<file path="src/rtl/lsu_pkg.sv">
// Shared types and helpers for the LSU arbiter.
//   dtype_e       : LSU data-type encodings as seen on dtypes_in
//   state_e       : sequencing states of the arbiter
//   dtype_aligned : address/dtype legality check (illegal dtypes report 0)
package lsu_pkg;

    localparam int unsigned DtypeWidth = 3;

    typedef enum logic [DtypeWidth-1:0] {
        DtByte             = 3'b000,
        DtHalfWord         = 3'b001,
        DtFullWord         = 3'b010,
        DtByteUnsigned     = 3'b011,
        DtHalfWordUnsigned = 3'b100
    } dtype_e;

    typedef enum logic [1:0] {
        StIdle,
        StAccess,
        StWait,
        StResp
    } state_e;

    // Only the two low address bits matter for natural alignment.
    function automatic logic dtype_aligned(input logic [1:0]            addr_lo,
                                           input logic [DtypeWidth-1:0] dtype);
        logic ok;
        ok = 1'b0;
        case (dtype)
            DtByte, DtByteUnsigned:         ok = 1'b1;
            DtHalfWord, DtHalfWordUnsigned: ok = ~addr_lo[0];
            DtFullWord:                     ok = (addr_lo == 2'b00);
            default:                        ok = 1'b0;
        endcase
        return ok;
    endfunction

endpackage

</file>
<file path="src/rtl/lsu_rr_picker.sv">
// Combinational round-robin picker.
//   valid_i  : per-requester valid vector
//   rr_ptr_i : requester with highest priority this cycle
//   grant_o  : one-hot grant (all zero when nothing is valid)
//   winner_o : index of the granted requester (0 when nothing is valid)
module lsu_rr_picker #(
    parameter int unsigned NUM_REQ = 2,
    localparam int unsigned IW = (NUM_REQ > 1) ? $clog2(NUM_REQ) : 1
) (
    input  logic [NUM_REQ-1:0] valid_i,
    input  logic [IW-1:0]      rr_ptr_i,
    output logic [NUM_REQ-1:0] grant_o,
    output logic [IW-1:0]      winner_o
);

    int unsigned idx;
    logic        found;

    // Scan rr_ptr, rr_ptr+1, ... wrapping at NUM_REQ; first valid wins.
    always_comb begin
        grant_o  = '0;
        winner_o = '0;
        found    = 1'b0;
        idx      = 0;
        for (int unsigned k = 0; k < NUM_REQ; k++) begin
            idx = 32'(rr_ptr_i) + k;
            if (idx >= NUM_REQ) begin
                idx = idx - NUM_REQ;
            end
            if (!found && valid_i[IW'(idx)]) begin
                found              = 1'b1;
                grant_o[IW'(idx)]  = 1'b1;
                winner_o           = IW'(idx);
            end
        end
    end

endmodule

</file>
<file path="src/rtl/lsu_arbiter.sv">
// Round-robin arbiter sharing one single-ported LSU between NUM_REQ requesters.
// Each accepted request is sequenced as: address cycle (ACCESS, one-cycle write
// strobe for stores), fixed read-latency wait for loads, then a one-cycle
// response pulse to the owner. Misaligned or illegal-dtype requests go straight
// to an error response and never reach the LSU.
//
// Ports:
//   clk, reset          : clock, asynchronous active-high reset
//   req_valid_i/ready_o : per-requester request handshake (ready is one-hot)
//   req_addr_i/wdata_i/we_i/dtype_i : packed per-requester request fields
//   rsp_valid_o         : one-cycle response pulse to the owning requester
//   rsp_rdata_o/err_o   : shared response data / error flag
//   lsu_*_o, lsu_data_i : LSU interface
//   busy_o              : high whenever a transaction is in flight
//   stat_grants_o       : per-requester saturating grant counters, present only
//                         when LSU_ARBITER_STATS_EN is defined
module lsu_arbiter
    import lsu_pkg::*;
#(
    parameter int unsigned NUM_REQ        = 2,
    parameter int unsigned ADDRESS_SPACE  = 4096,
    parameter int unsigned DATA_WIDTH     = 32,
    parameter int unsigned NUM_DATA_TYPES = 6,
    parameter int unsigned LSU_LATENCY    = 1,
    localparam int unsigned AW  = $clog2(ADDRESS_SPACE),
    localparam int unsigned DTW = $clog2(NUM_DATA_TYPES)
) (
    input  logic                            clk,
    input  logic                            reset,
    input  logic [NUM_REQ-1:0]              req_valid_i,
    output logic [NUM_REQ-1:0]              req_ready_o,
    input  logic [NUM_REQ*AW-1:0]           req_addr_i,
    input  logic [NUM_REQ*DATA_WIDTH-1:0]   req_wdata_i,
    input  logic [NUM_REQ-1:0]              req_we_i,
    input  logic [NUM_REQ*DTW-1:0]          req_dtype_i,
    output logic [NUM_REQ-1:0]              rsp_valid_o,
    output logic [DATA_WIDTH-1:0]           rsp_rdata_o,
    output logic                            rsp_err_o,
    output logic [AW-1:0]                   lsu_addr_o,
    output logic [DATA_WIDTH-1:0]           lsu_data_o,
    output logic                            lsu_we_o,
    output logic [DTW-1:0]                  lsu_dtype_o,
    input  logic [DATA_WIDTH-1:0]           lsu_data_i,
    output logic                            busy_o
`ifdef LSU_ARBITER_STATS_EN
    ,
    output logic [NUM_REQ*16-1:0]           stat_grants_o
`endif
);

    localparam int unsigned IW = (NUM_REQ > 1) ? $clog2(NUM_REQ) : 1;
    localparam int unsigned CW = 3;

    state_e                state_q, state_d;
    logic [CW-1:0]         cnt_q, cnt_d;
    logic [DATA_WIDTH-1:0] rdata_q, rdata_d;
    logic [IW-1:0]         rr_ptr_q;
    logic [IW-1:0]         owner_q;
    logic                  we_q;
    logic                  err_q;
    logic [AW-1:0]         lsu_addr_q;
    logic [DATA_WIDTH-1:0] lsu_wdata_q;
    logic [DTW-1:0]        lsu_dtype_q;

    logic [NUM_REQ-1:0]    grant;
    logic [IW-1:0]         winner;
    logic                  accept;
    logic                  legal;
    logic [IW-1:0]         rr_next;

    // Unpacked views of the packed request buses.
    logic [AW-1:0]         addr_arr  [NUM_REQ];
    logic [DATA_WIDTH-1:0] wdata_arr [NUM_REQ];
    logic [DTW-1:0]        dtype_arr [NUM_REQ];

    for (genvar g = 0; g < NUM_REQ; g++) begin : g_unpack
        assign addr_arr[g]  = req_addr_i[g*AW +: AW];
        assign wdata_arr[g] = req_wdata_i[g*DATA_WIDTH +: DATA_WIDTH];
        assign dtype_arr[g] = req_dtype_i[g*DTW +: DTW];
    end

    lsu_rr_picker #(
        .NUM_REQ (NUM_REQ)
    ) u_picker (
        .valid_i  (req_valid_i),
        .rr_ptr_i (rr_ptr_q),
        .grant_o  (grant),
        .winner_o (winner)
    );

    always_comb begin
        accept  = (state_q == StIdle) && (|grant);
        legal   = dtype_aligned(addr_arr[winner][1:0], dtype_arr[winner]);
        rr_next = (winner == IW'(NUM_REQ - 1)) ? '0 : IW'(winner + 1'b1);
    end

    // ---------------------------------------------------------------- state register
    always_ff @(posedge clk or posedge reset) begin
        if (reset) begin
            state_q <= StIdle;
            cnt_q   <= '0;
            rdata_q <= '0;
        end else begin
            state_q <= state_d;
            cnt_q   <= cnt_d;
            rdata_q <= rdata_d;
        end
    end

    // ---------------------------------------------------------------- next state
    always_comb begin
        state_d = state_q;
        cnt_d   = cnt_q;
        rdata_d = rdata_q;
        unique case (state_q)
            StIdle: begin
                if (accept) begin
                    rdata_d = '0;
                    state_d = legal ? StAccess : StResp;
                end
            end
            StAccess: begin
                if (we_q) begin
                    state_d = StResp;
                end else begin
                    state_d = StWait;
                    cnt_d   = CW'(LSU_LATENCY - 1);
                end
            end
            StWait: begin
                if (cnt_q == '0) begin
                    rdata_d = lsu_data_i;
                    state_d = StResp;
                end else begin
                    cnt_d = cnt_q - 1'b1;
                end
            end
            StResp: begin
                state_d = StIdle;
            end
            default: begin
                state_d = StIdle;
            end
        endcase
    end

    // ---------------------------------------------------------------- outputs
    always_comb begin
        // Ready is gated by reset too, since the state already reads IDLE then.
        req_ready_o = ((state_q == StIdle) && !reset) ? grant : '0;
        rsp_valid_o = '0;
        for (int unsigned i = 0; i < NUM_REQ; i++) begin
            rsp_valid_o[i] = (state_q == StResp) && (owner_q == IW'(i));
        end
        rsp_err_o   = (state_q == StResp) && err_q;
        rsp_rdata_o = (state_q == StResp) ? rdata_q : '0;
        lsu_we_o    = (state_q == StAccess) && we_q;
        lsu_addr_o  = lsu_addr_q;
        lsu_data_o  = lsu_wdata_q;
        lsu_dtype_o = lsu_dtype_q;
        busy_o      = (state_q != StIdle);
    end

    // ---------------------------------------------------------------- request capture
    // LSU-facing registers only load for legal requests so a rejected access
    // never shows up on the LSU port.
    always_ff @(posedge clk or posedge reset) begin
        if (reset) begin
            rr_ptr_q    <= '0;
            owner_q     <= '0;
            we_q        <= 1'b0;
            err_q       <= 1'b0;
            lsu_addr_q  <= '0;
            lsu_wdata_q <= '0;
            lsu_dtype_q <= DTW'(DtFullWord);
        end else if (accept) begin
            rr_ptr_q <= rr_next;
            owner_q  <= winner;
            we_q     <= req_we_i[winner];
            err_q    <= ~legal;
            if (legal) begin
                lsu_addr_q  <= addr_arr[winner];
                lsu_wdata_q <= wdata_arr[winner];
                lsu_dtype_q <= dtype_arr[winner];
            end
        end
    end

`ifdef LSU_ARBITER_STATS_EN
    logic [15:0] grant_cnt_q [NUM_REQ];

    always_ff @(posedge clk or posedge reset) begin
        if (reset) begin
            for (int unsigned i = 0; i < NUM_REQ; i++) begin
                grant_cnt_q[i] <= '0;
            end
        end else if (accept) begin
            for (int unsigned i = 0; i < NUM_REQ; i++) begin
                if ((winner == IW'(i)) && (grant_cnt_q[i] != 16'hFFFF)) begin
                    grant_cnt_q[i] <= grant_cnt_q[i] + 16'd1;
                end
            end
        end
    end

    for (genvar g = 0; g < NUM_REQ; g++) begin : g_stats
        assign stat_grants_o[g*16 +: 16] = grant_cnt_q[g];
    end
`endif

endmodule
</file>
<file path="config.mk">
export PLATFORM = sky130hd
export DESIGN_NAME = lsu_arbiter
export DESIGN_NICKNAME = d
export VERILOG_FILES = /design/src/rtl/lsu_pkg.sv /design/src/rtl/lsu_rr_picker.sv /design/src/rtl/lsu_arbiter.sv
export SDC_FILE = /design/constraint.sdc
export NUM_CORES = 1
export LEC_CHECK = 0
export CAP_MARGIN = 10
export CORE_ASPECT_RATIO = 0.7
export CORE_MARGIN = 3
export CORE_UTILIZATION = 25
export DETAILED_ROUTE_END_ITERATION = 6
export PLACE_DENSITY = 0.64
export SLEW_MARGIN = 10
export SYNTH_ARGS = -nofsm -noshare
export SYNTH_HDL_FRONTEND = slang
export SYNTH_SLANG_ARGS = --single-unit
export TNS_END_PERCENT = 50
</file>
<file path="constraint.sdc">
create_clock -name clk -period 4.32 [get_ports clk]
set_clock_uncertainty 0.2 [all_clocks]
set_input_delay 0.864 -clock clk [delete_from_list [all_inputs] [get_ports clk]]
set_output_delay 0.864 -clock clk [all_outputs]
set_load 0.02 [all_outputs]
</file>
**After elaboration in Yosys (flattened, before gate mapping)**

Cells that the tools add are included.
Widths: inputs -> output; s select.

- Bits in registers: 88
- Input bits: 132

- Add/subtract/negate cells: 5
- Order comparisons: 8
- Equal/unequal tests: 11
- Mux-type cells: 41
- Bitwise gates (word level): 5
- Reduce and logical (&&, ||, !) cells: 25

Operator list:

| cell | count |
|---|---|
| $mux 32 | 6 |
| $pmux 32 s2 | 1 |
| $mux 12 | 3 |
| $mux 1 | 15 |
| $mux 3 | 5 |
| $mux 2 | 6 |
| $logic_and 1x1->1 | 9 |
| $ne 2x2->1 const B | 4 |
| $pmux 2 s4 | 1 |
| $eq 3x2->1 const B | 2 |
| $logic_not 3->1 | 2 |
| $lt 1x2->1 const B | 3 |
| $pmux 3 s2 | 1 |
| $reduce_and 3->1 | 2 |
| $reduce_bool 2->1 | 3 |
| $reduce_or 2->1 | 3 |
| $eq 2x2->1 const B | 2 |
| $ge 2x2->1 const B | 2 |
| $logic_not 2->1 | 2 |
| $reduce_and 2->1 | 2 |
| $eq 3x1->1 const B | 1 |
| $eq 3x3->1 const B | 1 |
| $not 1->1 | 3 |
| $pmux 1 s3 | 1 |
| other kinds (11) | 15 |

**Depth between registers and ports, before layout**

Gate-level depths: netlist of the first run.

- Depth in word-level cells: 18
- Mapped depth: 8
- Gate-level depth less buffers: 7

**Cells and area by module**

From an unflattened synthesis of the first run, not the netlist that was laid out.

- Cell total of the unflattened synthesis: 329
- Area total of the unflattened synthesis: 4418.0 um^2

By module, submodules not included:

| module | instances | cells each | area each (um^2) | seq. area each (um^2) |
|---|---|---|---|---|
| lsu_arbiter | 1 | 325 | 4388.0 | 2203.4 |
| lsu_rr_picker | 1 | 4 | 30.0 | 0.0 |

**Least setup slack after synthesis of the first run**

Ideal clock, no wire load.

- Path type: input-to-output
- From: input req_valid_i[0]
- To: output req_ready_o[1]
- Data arrival time: 1.796 ns
- Setup slack: 1.460 ns
- Stages: 4
- Buffers on the path: 1
- Cell sequence: nand2b_1 -> nand2_1 -> clkbuf_1 -> nor3_1

- Cells in the longest elaborated chain, start to end: 7

Ends and longest elaborated chain:

| what | line | source |
|---|---|---|
| start, declared | lsu_arbiter.sv:30 | `input logic [NUM_REQ-1:0] req_valid_i,` |
| $mux 1 (implied by the code) (2 in a row) | lsu_rr_picker.sv:30 | `if (!found && valid_i[IW'(idx)]) begin` |
| $mux 1 | lsu_rr_picker.sv:30 |  |
| $logic_not 1->1 | lsu_rr_picker.sv:30 |  |
| $logic_and 1x1->1 | lsu_rr_picker.sv:30 |  |
| $mux 2 * | lsu_rr_picker.sv:30 |  |
| $mux 2 * | lsu_arbiter.sv:150 | `req_ready_o = ((state_q == StIdle) && !reset) ? grant : '0;` |
| end, declared | lsu_arbiter.sv:31 | `output logic [NUM_REQ-1:0] req_ready_o,` |

Every way passes the cells marked *; elsewhere a longest branch is shown, timed or not. The select of a mux whose other input is x is not followed.

**Worst setup path in the final report of the first run**

- From: input req_valid_i[1]
- To: output req_ready_o[0]

The elaborated chain is that of the path after synthesis.

==> results of run 1 <==
==> state kept, by name (all words and copies together) (netlist names) <==
register	count
lsu_dtype_o	3
rr_ptr_q	1
we_q	1
cnt_q	3
owner_q	1
lsu_addr_o	12
rdata_q	32
state_q	2
err_q	1
lsu_data_o	32
==> per-layer routing <==
layer / routed length [microns] / vias up
li1: - / 1628
met1: 5521 / 1698
met5: 0 / -
met3: 916 / 9
met2: 5893 / 132
met4: 96 / 0
==> layout make-up <==
class / count / area, sq um
inverter: 8 / 35.03
fill: 1564 / 9590
timing repair buffer: 221 / 2215
sequential: 88 / 2203
multi-input combinational: 215 / 1969
tap: 225 / 281.5
clock buffer: 10 / 229.0
clock inverter: 6 / 67.56
==> worst max-delay path: cells and delay by family <==
kind | cells | cell delay, ns
compound gates | 2 | 0.62
buf+inv | 2 | 1.32
==> cell usage after synthesis, types with 2 or more instances <==
| library cell | instances |
|---|---|
| buf_6 | 3 |
| o21ai_1 | 2 |
| xor2_1 | 2 |
| mux2_1 | 17 |
| nand2b_1 | 2 |
| mux2_2 | 78 |
| a22oi_1 | 2 |
| nor3_1 | 3 |
| a22o_1 | 35 |
| clkbuf_1 | 12 |
| and2_1 | 35 |
| buf_2 | 3 |
| o21ai_0 | 6 |
| a221o_1 | 2 |
| dfrtp_1 | 87 |
| nand2_1 | 6 |
| nor2_1 | 2 |
| nor2b_1 | 4 |
| mux2i_1 | 2 |
| buf_4 | 2 |
| ha_1 | 7 |
| a21oi_1 | 3 |
| inv_1 | 8 |
==> power by group <==
| group | internal (uW) | switching [uW] | leakage, uW |
|---|---|---|---|
| logic | 1110 | 1050 | 0.00165 |
| registers | 1190 | 183 | 0.00109 |
| clock network | 452 | 335 | 0.000139 |
| total | 2760 | 1570 | 0.00287 |
==> metrics by stage <==
step | worst slack, ns | utilization
5_1_grt | 0.3639 | 0.4219
2_1_floorplan | 0.9791 | -
6_report | 0.4505 | 0.4219
3_5_place_dp | 0.4796 | 0.4039
3_3_place_gp | 0.5578 | 0.4039
4_1_cts | 0.4587 | 0.4218
==> layout by cell type (no fill, tap or decap), types with 5 or more instances in the layout <==
cell type	n
and2_1	35
clkbuf_16	9
nand2_1	5
o21ai_0	6
ha_1	7
inv_1	7
mux2_2	78
clkdlybuf4s50_1	217
mux2_1	17
dfrtp_1	87
a22o_1	35
==> worst paths after layout <==
| path | cells past startpoint | end |
|---|---|---|
| hold reg to reg | 1 | rr_ptr_q |
| max in group asynchronous | 2 | lsu_data_o[20] |
| setup reg to reg | 6 | lsu_data_o[9] |
| min in group asynchronous | 2 | rr_ptr_q |
| setup / recovery | 4 | req_ready_o[0] |
| hold / removal | 1 | rr_ptr_q |
==> cells by family after synthesis <==
group	synth area share
buffers and inverters	0.03234
and+or+nand+nor	0.07138
muxes	0.2538
AOI/OAI and AO/OA	0.1049
adders and majority gates	0.02040
DFF	0.5131
xor gates and xnor gates	0.004080
==> summary.txt, run 1 <==
Global routing
  – GR Overflow Total: 0
  – Initial antenna violation count: 0
  – Met3 Use GR: 0.04323
  – Met1 usage: 0.1707
  – Global-route wire length before repair: 19.93 mm
  – Largest net degree at the start of global routing: 89
  – Vias in the first global route: roughly 3,800
  – GR Util met2: 0.2217
  – Busiest grt layer: met2
  – Gr usage total: 0.1327

Floorplan
  – Initial Util: 0.2588
  – Die width: ~160 microns
  – Chip Height: about 120 microns
  – DIE AREA: 0.01881 sq mm
  – Rows: 39
  – Number of I/O pins: ~220
  – Core Area: 0.01659 sq mm

Critical path
  – CP Launch Point: req_valid_i[1]
  – Slowest stage delay, CP: ~0.70 ns
  – Worst Setup Start Kind: primary input
  – Critical Path AT: roughly 2.8 ns
  – Setup slack, reg-to-reg: between 1.5 and 2 ns
  – CP Capture Type: output port
  – Crit Path Category: in -> out
  – Required time of the critical path: around 3.3 ns
  – Slowest-stage cell, CP: clkdlybuf4s50_1
  – Cell repeated most along the worst path: clkdlybuf4s50_1
  – R2R Path Start: state_q[0]
  – Worst Path Max Fanout: 8
  – Worst path cell trace: clkdlybuf4s50_1 -> o21ai_1 -> a211oi_1 -> clkdlybuf4s50_1

Logic synthesis
  – Syn nets: 470
  – Post-synth EDFFs: 0
  – Post-synth cell types: 31
  – Mapped Avg Cell Area: about 13 sq um
  – Async SR Flop Fraction: 1.000
  – Top-area cell type share of the netlist area: 0.5070
  – Synth Warn #: 0
  – Mapped cell area: between 0.004 and 0.005 sq mm
  – Flops & latches, synth: 88
  – Leading area contributor after synthesis: dfrtp_1
  – Post-synth top flop: dfrtp_1
  – Synth top area cells: dfrtp_1 (51%), mux2_2 (20%), a22o_1 (7.1%)
  – Synth Instances: 331
  – Register area share after synthesis: 0.5131

Clock tree
  – Reg clk slew, reported paths: 0.07 ns
  – TritonCTS clock tree: built
  – Postcts setup bufs: 0
  – Root Driver: clkbuf_16
  – PostCTS Resize Cnt: 0
  – CTS Hold Bufs: 0
  – CTS Buf Count: 9
  – Clock Path Buffers: 2
  – Worst skew pair latency: ~0.33 ns
  – Clock Sink Count: 88
  – CTS H-tree depth: 3

Layout
  – Area growth syn-to-layout: 63.02%
  – Non-filler cells, final: about 770
  – Post-layout nets: 682
  – # diodes: 0
  – Post-route cell area: roughly 0.007 sq mm
  – Share of layout cells above drive strength 1: 0.1861

Timing
  – Worst-Margin Slew: slightly above 1 ns
  – Worst Hold Margin: 0.2728 ns
  – Final setup fails: 0
  – RSZ-0062 raised after global routing: false
  – Min Tclk post-route: 3.869 ns
  – Final Hold Fails: 0
  – Tcrit/Tclk final: 0.8957
  – Setup TNS: 0 ns
  – Final slew viol count: 0
  – Rel. slew slack: 0.3070
  – FMAX: roughly 0.26 GHz

Routing
  – Via/cell ratio: about 4.5
  – Vias after detailed routing: between 3,000 and 4,000
  – DRT Wirelength: around 12 mm
  – Drt wl/cell: around 16 microns
  – Post-route DRC: 0
  – 1st-iter DRT viols: 113
  – ANT nets after route: 0
  – DR pass1 iterations: 4

Place
  – Placed cell area: roughly 0.0067 sq mm
  – Global placer's final weighted congestion: roughly 0.70
  – Port buffer count: 217
  – Cell total after placement: approximately 760
  – Detail Placement HPWL: ~9 mm

Pwr
  – Maximum VDD drop: about 0.28 mV
  – Power Dens Cells: 618.2 mW/mm^2
  – Leakage: approximately 0.0029 uW
  – Pwr Total: roughly 4300 uW

Flow run
  – Maximum capacitance violations: 0

Min path
  – Hold Crit Start: rr_ptr_q
  – Hold Crit Class: reg -> reg

Run status
  – Outcome: finished clean
(Power assumes the default switching activity.)
==> run 2, diff against run 1 <==
--- a/config.mk
+++ b/config.mk
@@ -7,7 +7,6 @@
 export LEC_CHECK = 0
 export CAP_MARGIN = 10
 export CORE_ASPECT_RATIO = 0.7
-export CORE_MARGIN = 3
 export CORE_UTILIZATION = 25
 export DETAILED_ROUTE_END_ITERATION = 6
 export PLACE_DENSITY = 0.64
==> run 2 against run 1 <==
- sequential power about the same
- worst setup slack improved by 0.25 ns
- die area decreased by 5.8%
- core utilization increased by 0.094 points
- via count decreased by 1.0%
- critical path depth unchanged
- clock power decreased by 7.9%
- critical endpoint unchanged
- total power decreased by 1.3%
- critical path type unchanged
==> summary.txt, run 2 (synthesis results as in run 1) <==
Layout
  – Share of layout cells above drive strength 1: 0.1873 (+0.001141)
  – Post-layout nets: 684 (+0.29%)
  – Commonest non-fill, non-tap cell in the layout: clkdlybuf4s50_1
  – Area growth syn-to-layout: 62.91% (about the same)
  – Most frequent cells in the layout: clkdlybuf4s50_1 (217), dfrtp_1 (87), mux2_2 (78)
  – # diodes: 0 (unchanged)

Floorplan
  – Core Area: 0.01654 sq mm (-0.29%)
  – Rows: 39 (unchanged)
  – Chip Height: 111.7 microns (-3.5%)
  – Number of I/O pins: 218 (unchanged)
  – DIE AREA: 0.01771 sq mm (-5.8%)
  – Initial Util: 0.2596 (+0.0007635)
  – Die width: 158.6 microns (-2.5%)

Critical path
  – Critical Path AT: 2.56 ns (-0.25 ns)
  – Setup slack, reg-to-reg: 1.89 ns (+0.06 ns)
  – Slowest stage delay, CP: 0.66 ns (-0.04 ns)
  – R2r endpoint: lsu_data_o[12]
  – Cell repeated most along the worst path: clkdlybuf4s50_1
  – Worst Setup Start Kind: primary input
  – Register-to-Register Path Depth: 7 (+1)
  – Required time of the critical path: 3.26 ns (about the same)
  – Worst Path Max Fanout: 7 (-1)
  – R2R Path Start: state_q[0]
  – CP Capture Type: output port
  – Worst path cell trace: clkdlybuf4s50_1 -> o21ai_1 -> a211oi_1 -> clkdlybuf4s50_1
  – Slowest-stage cell, CP: clkdlybuf4s50_1
  – Crit Path Category: in -> out

Routing
  – DRT Wirelength: 11.89 mm (-4.3%)
  – Via/cell ratio: 4.428 (-1.3%)
  – Drt wl/cell: 15.34 microns (-4.6%)
  – Post-route DRC: 0 (unchanged)
  – ANT nets after route: 0 (unchanged)
  – 1st-iter DRT viols: 101 (-11%)
  – DR pass1 iterations: 4 (unchanged)
  – Vias after detailed routing: 3,432 (-1.0%)

Clock tree
  – CTS Buf Count: 9 (unchanged)
  – PostCTS Resize Cnt: 0 (unchanged)
  – Clock Path Buffers: 2 (unchanged)
  – Worst skew pair latency: 0.34 ns (about the same)
  – TritonCTS clock tree: built
  – CTS H-tree depth: 3 (unchanged)
  – Root Driver: clkbuf_16
  – Clock Sink Count: 88 (unchanged)
  – Postcts setup bufs: 0 (unchanged)
  – CTS Hold Bufs: 0 (unchanged)
  – Reg clk slew, reported paths: 0.06 ns (about the same)

Global routing
  – GR Util met2: 0.2383 (+0.01658)
  – Global-route wire length before repair: 19.26 mm (-3.4%)
  – Met1 usage: 0.1681 (-0.002684)
  – Largest net degree at the start of global routing: 89 (unchanged)
  – Busiest grt layer: met2
  – GR Overflow Total: 0 (unchanged)
  – Met3 Use GR: 0.04360 (+0.0003670)
  – Vias in the first global route: 3,759 (+0.24%)
  – Initial antenna violation count: 0 (unchanged)
  – Gr usage total: 0.1417 (+0.008984)

Timing
  – Worst-Margin Slew: 0.7873 ns (-0.2522 ns)
  – Worst Hold Margin: 0.2829 ns (+0.01017 ns)
  – FMAX: 0.2762 GHz (+6.9%)
  – Final slew viol count: 0 (unchanged)
  – Setup TNS: 0 ns (unchanged)
  – Final setup fails: 0 (unchanged)
  – Min Tclk post-route: 3.621 ns (-0.2484 ns)
  – Rel. slew slack: 0.4751 (+0.1681)
  – Tcrit/Tclk final: 0.8382 (-0.05749)
  – Final Hold Fails: 0 (unchanged)
  – RSZ-0062 raised after global routing: false

Run status
  – Outcome: finished clean

Place
  – Port buffer count: 217 (unchanged)
  – Global placer's final weighted congestion: 0.7299 (+4.1%)
  – Detail Placement HPWL: 8.663 mm (-4.0%)

Pwr
  – Maximum VDD drop: 0.2741 mV (-2.6%)
  – Leakage: 0.002864 uW (-0.31%)
  – Comb pwr share: 0.507 (+0.007)
  – Power Dens Cells: 610.8 mW/mm^2 (-1.2%)
  – Clock power share: 0.170 (-0.012)
  – NetSw: 1552 uW (-1.2%)
  – Sequential share of power: 0.323 (+0.004)
  – Internal: 2721 uW (-1.3%)
  – Switching Fraction: 0.3631 (about the same)

Min path
  – Worst hold path cell count: 1 (unchanged)
  – Hold Crit Start: lsu_addr_o[2]
  – Hold Crit Class: reg -> reg
  – Hold Path Sink: lsu_addr_o[2]

Flow run
  – Maximum capacitance violations: 0 (unchanged)
run 2: cell types whose count changed in the layout (fill, tap and decap cells not counted), sizes merged:
cell,previous run,this run
inv,10,8
clkinvlp,2,4
clkbuf,10,12
clkinv,1,0
buf,4,6
bufinv,1,0
run 2: per-stage QoR:
step | area [sq um] | utilization | std cells | setup WS, ns | total power (uW)
finish | 6995 | 0.4229 | 775 | 0.6989 | 4273
global route | 6995 | 0.4229 | 775 | 0.6268 | 4550
CTS | 6993 | 0.4227 | 775 | 0.6945 | 4345
detailed placement | 6716 | 0.4060 | 759 | 0.6909 | 3582
global placement | 6716 | 0.4060 | 759 | 0.6935 | 3529
floorplan | 4294 | - | 331 | 0.9791 | 2589
run 2: critical path, delay by kind of cell:
kind | cells | cell delay, ns
compound gates | 2 | 0.39
buf+inv | 2 | 1.30
run 2: area by class of cell:
class	instances	area (sq um)
Multi-Input combinational cell	215	1969
Tap cell	225	281.5
Sequential cell	88	2203
Timing Repair Buffer	223	2230
Clock inverter	4	30.03
Clock buffer	12	246.5
Inverter	8	35.03
Fill cell	1540	9547
run 2: per-layer routing:
metal  vias up  part of all wire  wire [microns]
li1       1628                 -               -
met1      1677              0.43            5154
met3        15             0.064             760
met2       112              0.48            5724
met5         -                 0               0
met4         0             0.021             251
run 2: power by group through the flow:
stage / logic [uW] / registers [uW] / clock network (uW)
6_report: 2170 / 1380 / 725
5_1_grt: 2320 / 1430 / 796
4_1_cts: 2190 / 1390 / 762
3_5_place_dp: 2190 / 1390 / 0
3_3_place_gp: 2150 / 1380 / 0
2_1_floorplan: 948 / 1640 / 0
run 2: how the worst max path moves through the flow:
stage                              start        endpoint  slack, ns
after floorplan                    reset        cnt_q[0]       0.98
after global placement    req_valid_i[1]  req_ready_o[1]       0.69
after detailed placement  req_valid_i[1]  req_ready_o[1]       0.69
after CTS                 req_valid_i[1]  req_ready_o[1]       0.69
after global routing      req_valid_i[1]  req_ready_o[1]       0.63
final                     req_valid_i[1]  req_ready_o[0]       0.70
==> run 3, diff against run 2 <==
--- a/config.mk
+++ b/config.mk
@@ -9,7 +9,7 @@
 export CORE_ASPECT_RATIO = 0.7
 export CORE_UTILIZATION = 25
 export DETAILED_ROUTE_END_ITERATION = 6
-export PLACE_DENSITY = 0.64
+export PLACE_DENSITY = 0.66
 export SLEW_MARGIN = 10
 export SYNTH_ARGS = -nofsm -noshare
 export SYNTH_HDL_FRONTEND = slang
==> constraint.sdc (replaced) <==
create_clock -name clk -period 3.2 [get_ports clk]
set_clock_uncertainty 0.2 [all_clocks]
set_input_delay 0.64 -clock clk [delete_from_list [all_inputs] [get_ports clk]]
set_output_delay 0.64 -clock clk [all_outputs]
set_load 0.02 [all_outputs]
==> run 3 against run 2 <==
- die area did not move
- critical path type is now reg -> out
- sequential power is 35% higher
- clock power up 60%
- highest routed layer unchanged
- core utilization increased by 0.66 points
- register-to-register slack lost 1.1 ns
==> summary.txt, run 3 (synthesis results as in run 1) <==
Layout
  – Post-route cell area: 0.007104 sq mm (+1.6%)
  – Non-filler cells, final: 780 (+0.65%)
  – Share of layout cells above drive strength 1: 0.1968 (+0.009478)
  – Area growth syn-to-layout: 65.44%
  – Post-layout nets: 688 (+0.58%)
  – Most frequent cells in the layout: clkdlybuf4s50_1 (216), dfrtp_1 (87), mux2_2 (78)
  – Commonest non-fill, non-tap cell in the layout: clkdlybuf4s50_1
  – Util after Layout: 0.4295 (+0.006580)

Timing
  – Rel. slew slack: 0.6159 (+0.1408)
  – Setup TNS: 0 ns (unchanged)
  – Final setup fails: 0 (unchanged)
  – Min Tclk post-route: approximately 3.1 ns
  – Worst Hold Margin: 0.2774 ns (-0.005497 ns)
  – Final Hold Fails: 0 (unchanged)
  – Final slew viol count: 0 (unchanged)
  – Worst-Margin Slew: 0.5762 ns (-0.2112 ns)
  – FMAX: between 0.3 and 0.4 GHz
  – Tcrit/Tclk final: 0.9544
  – RSZ-0062 raised after global routing: false

Routing
  – 1st-iter DRT viols: 111 (+9.9%)
  – Via/cell ratio: 4.362 (-1.5%)
  – Vias after detailed routing: 3,402 (-0.87%)
  – Drt wl/cell: 14.78 microns (-3.6%)
  – DR pass1 iterations: 4 (unchanged)
  – ANT nets after route: 0 (unchanged)
  – Post-route DRC: 0 (unchanged)
  – DRT Wirelength: 11.53 mm (-3.0%)

Floorplan
  – Number of I/O pins: 218 (unchanged)
  – Chip Height: 111.7 microns (unchanged)
  – Core Area: 0.01654 sq mm (unchanged)
  – Die width: 158.6 microns (unchanged)
  – Initial Util: 0.2596 (unchanged)
  – DIE AREA: 0.01771 sq mm (unchanged)
  – Rows: 39 (unchanged)

Place
  – Cell total after placement: 763 (+0.53%)
  – Placed cell area: 0.006771 sq mm (+0.82%)
  – Detail Placement HPWL: 8.587 mm (-0.87%)
  – Port buffer count: 217 (unchanged)
  – Global placer's final weighted congestion: 0.7401 (+1.4%)

Critical path
  – Required time of the critical path: 2.36 ns (-0.90 ns)
  – CP delay by family, top: buffers and inverters
  – Critical Path AT: 2.21 ns (-0.35 ns)
  – Slowest stage delay, CP: 0.65 ns (about the same)
  – WP buf/inv: 2 (unchanged)
  – Crit Path Category: reg -> out
  – CP Capture Type: output port
  – Worst Setup Start Kind: register
  – Slowest-stage cell, CP: clkdlybuf4s50_1
  – Worst Path Max Fanout: 6 (-1)
  – Worst path cell trace: inv_1 -> ha_1 -> o21ai_1 -> nor3_1 -> clkdlybuf4s50_1

Pwr
  – Leakage: 0.002952 uW (+3.1%)
  – Maximum VDD drop: 0.3595 mV (+31%)
  – NetSw: 2107 uW (+36%)
  – Sequential share of power: 0.313 (-0.010)
  – Power Dens Cells: 835.8 mW/mm^2 (+37%)
  – Switching Fraction: 0.3548 (-0.008367)
  – Clock power share: 0.196 (+0.026)
  – Internal: 3831 uW (+41%)
  – Comb pwr share: 0.492 (-0.015)

Clock tree
  – CTS Buf Count: 9 (unchanged)
  – TritonCTS clock tree: built
  – Root Driver: clkbuf_16
  – CTS Hold Bufs: 0 (unchanged)
  – Postcts setup bufs: 0 (unchanged)
  – Clock Sink Count: 88 (unchanged)
  – Clock Path Buffers: 2 (unchanged)
  – CTS H-tree depth: 3 (unchanged)
  – Reg clk slew, reported paths: 0.07 ns (about the same)
  – Worst skew pair latency: 0.34 ns (about the same)

Global routing
  – Largest net degree at the start of global routing: 50 (-44%)
  – Gr usage total: 0.1336 (-0.008122)
  – Initial antenna violation count: 1 (+1)
  – GR Overflow Total: 0 (unchanged)
  – Global-route wire length before repair: 18.30 mm (-5.0%)
  – Vias in the first global route: 3,551 (-5.5%)

Min path
  – Hold Crit Class: reg -> reg

Run status
  – Outcome: finished clean

Flow run
  – Maximum capacitance violations: 0 (unchanged)
## run 3: what timing repair did
action | CTS | global route
gates resized for setup | 0 | 1
hold endpoints to repair | 0 | 0
setup endpoints to repair | 0 | 1
## run 3: cell type report
cell class	instances	area [sq um]
fillers	1530	9438
repair buffers	227	2287
flip-flops and latches	88	2203
multi-input cells	215	1969
well taps	225	281.5
clock buffers	9	225.2
clock inverters	7	102.6
inverters	8	32.53
diodes	1	2.502
## run 3: stage by stage
step	setup WS (ns)	power [uW]
6_report	0.1460	5938
4_1_cts	0.08742	6022
3_5_place_dp	0.1414	4822
3_3_place_gp	0.1181	4761
5_1_grt	0.01545	6288
2_1_floorplan	0.08310	3495
## run 3: worst paths after layout
path	slack (ns)	from	cells past startpoint	end
max	0.15	state_q[0]	5	req_ready_o[1]
min reg2reg	0.28	rr_ptr_q	1	rr_ptr_q
max in group asynchronous	1.52	reset	3	lsu_dtype_o[1]
min	0.28	rr_ptr_q	1	rr_ptr_q
min in group asynchronous	0.58	reset	2	lsu_data_o[29]
max reg2reg	0.77	state_q[0]	7	lsu_addr_o[10]
## run 3: power groups by stage
stage / clock network (uW) / registers [uW] / logic, uW
5_1_grt: 1250 / 1920 / 3120
3_3_place_gp: 0 / 1860 / 2910
2_1_floorplan: 0 / 2210 / 1280
3_5_place_dp: 0 / 1870 / 2950
4_1_cts: 1200 / 1860 / 2960
6_report: 1160 / 1860 / 2920
## run 3: worst register-to-register path, stage by stage (launching register included)
cell	delay, ns
dfrtp_1	0.40
inv_1	0.15
ha_1	0.32
o21ai_1	0.17
buf_4	0.20
a221oi_4	0.24
buf_4	0.28
mux2_1	0.36
## run 3: metal layers
metal  routed length (microns)  GRT usage  up-vias
li1                          -          -     1634
met1                      5024     0.1658     1634
met2                      5574     0.2199      120
met3                       707    0.03503       14
met4                       225    0.05321        0
met5                         0          0        -
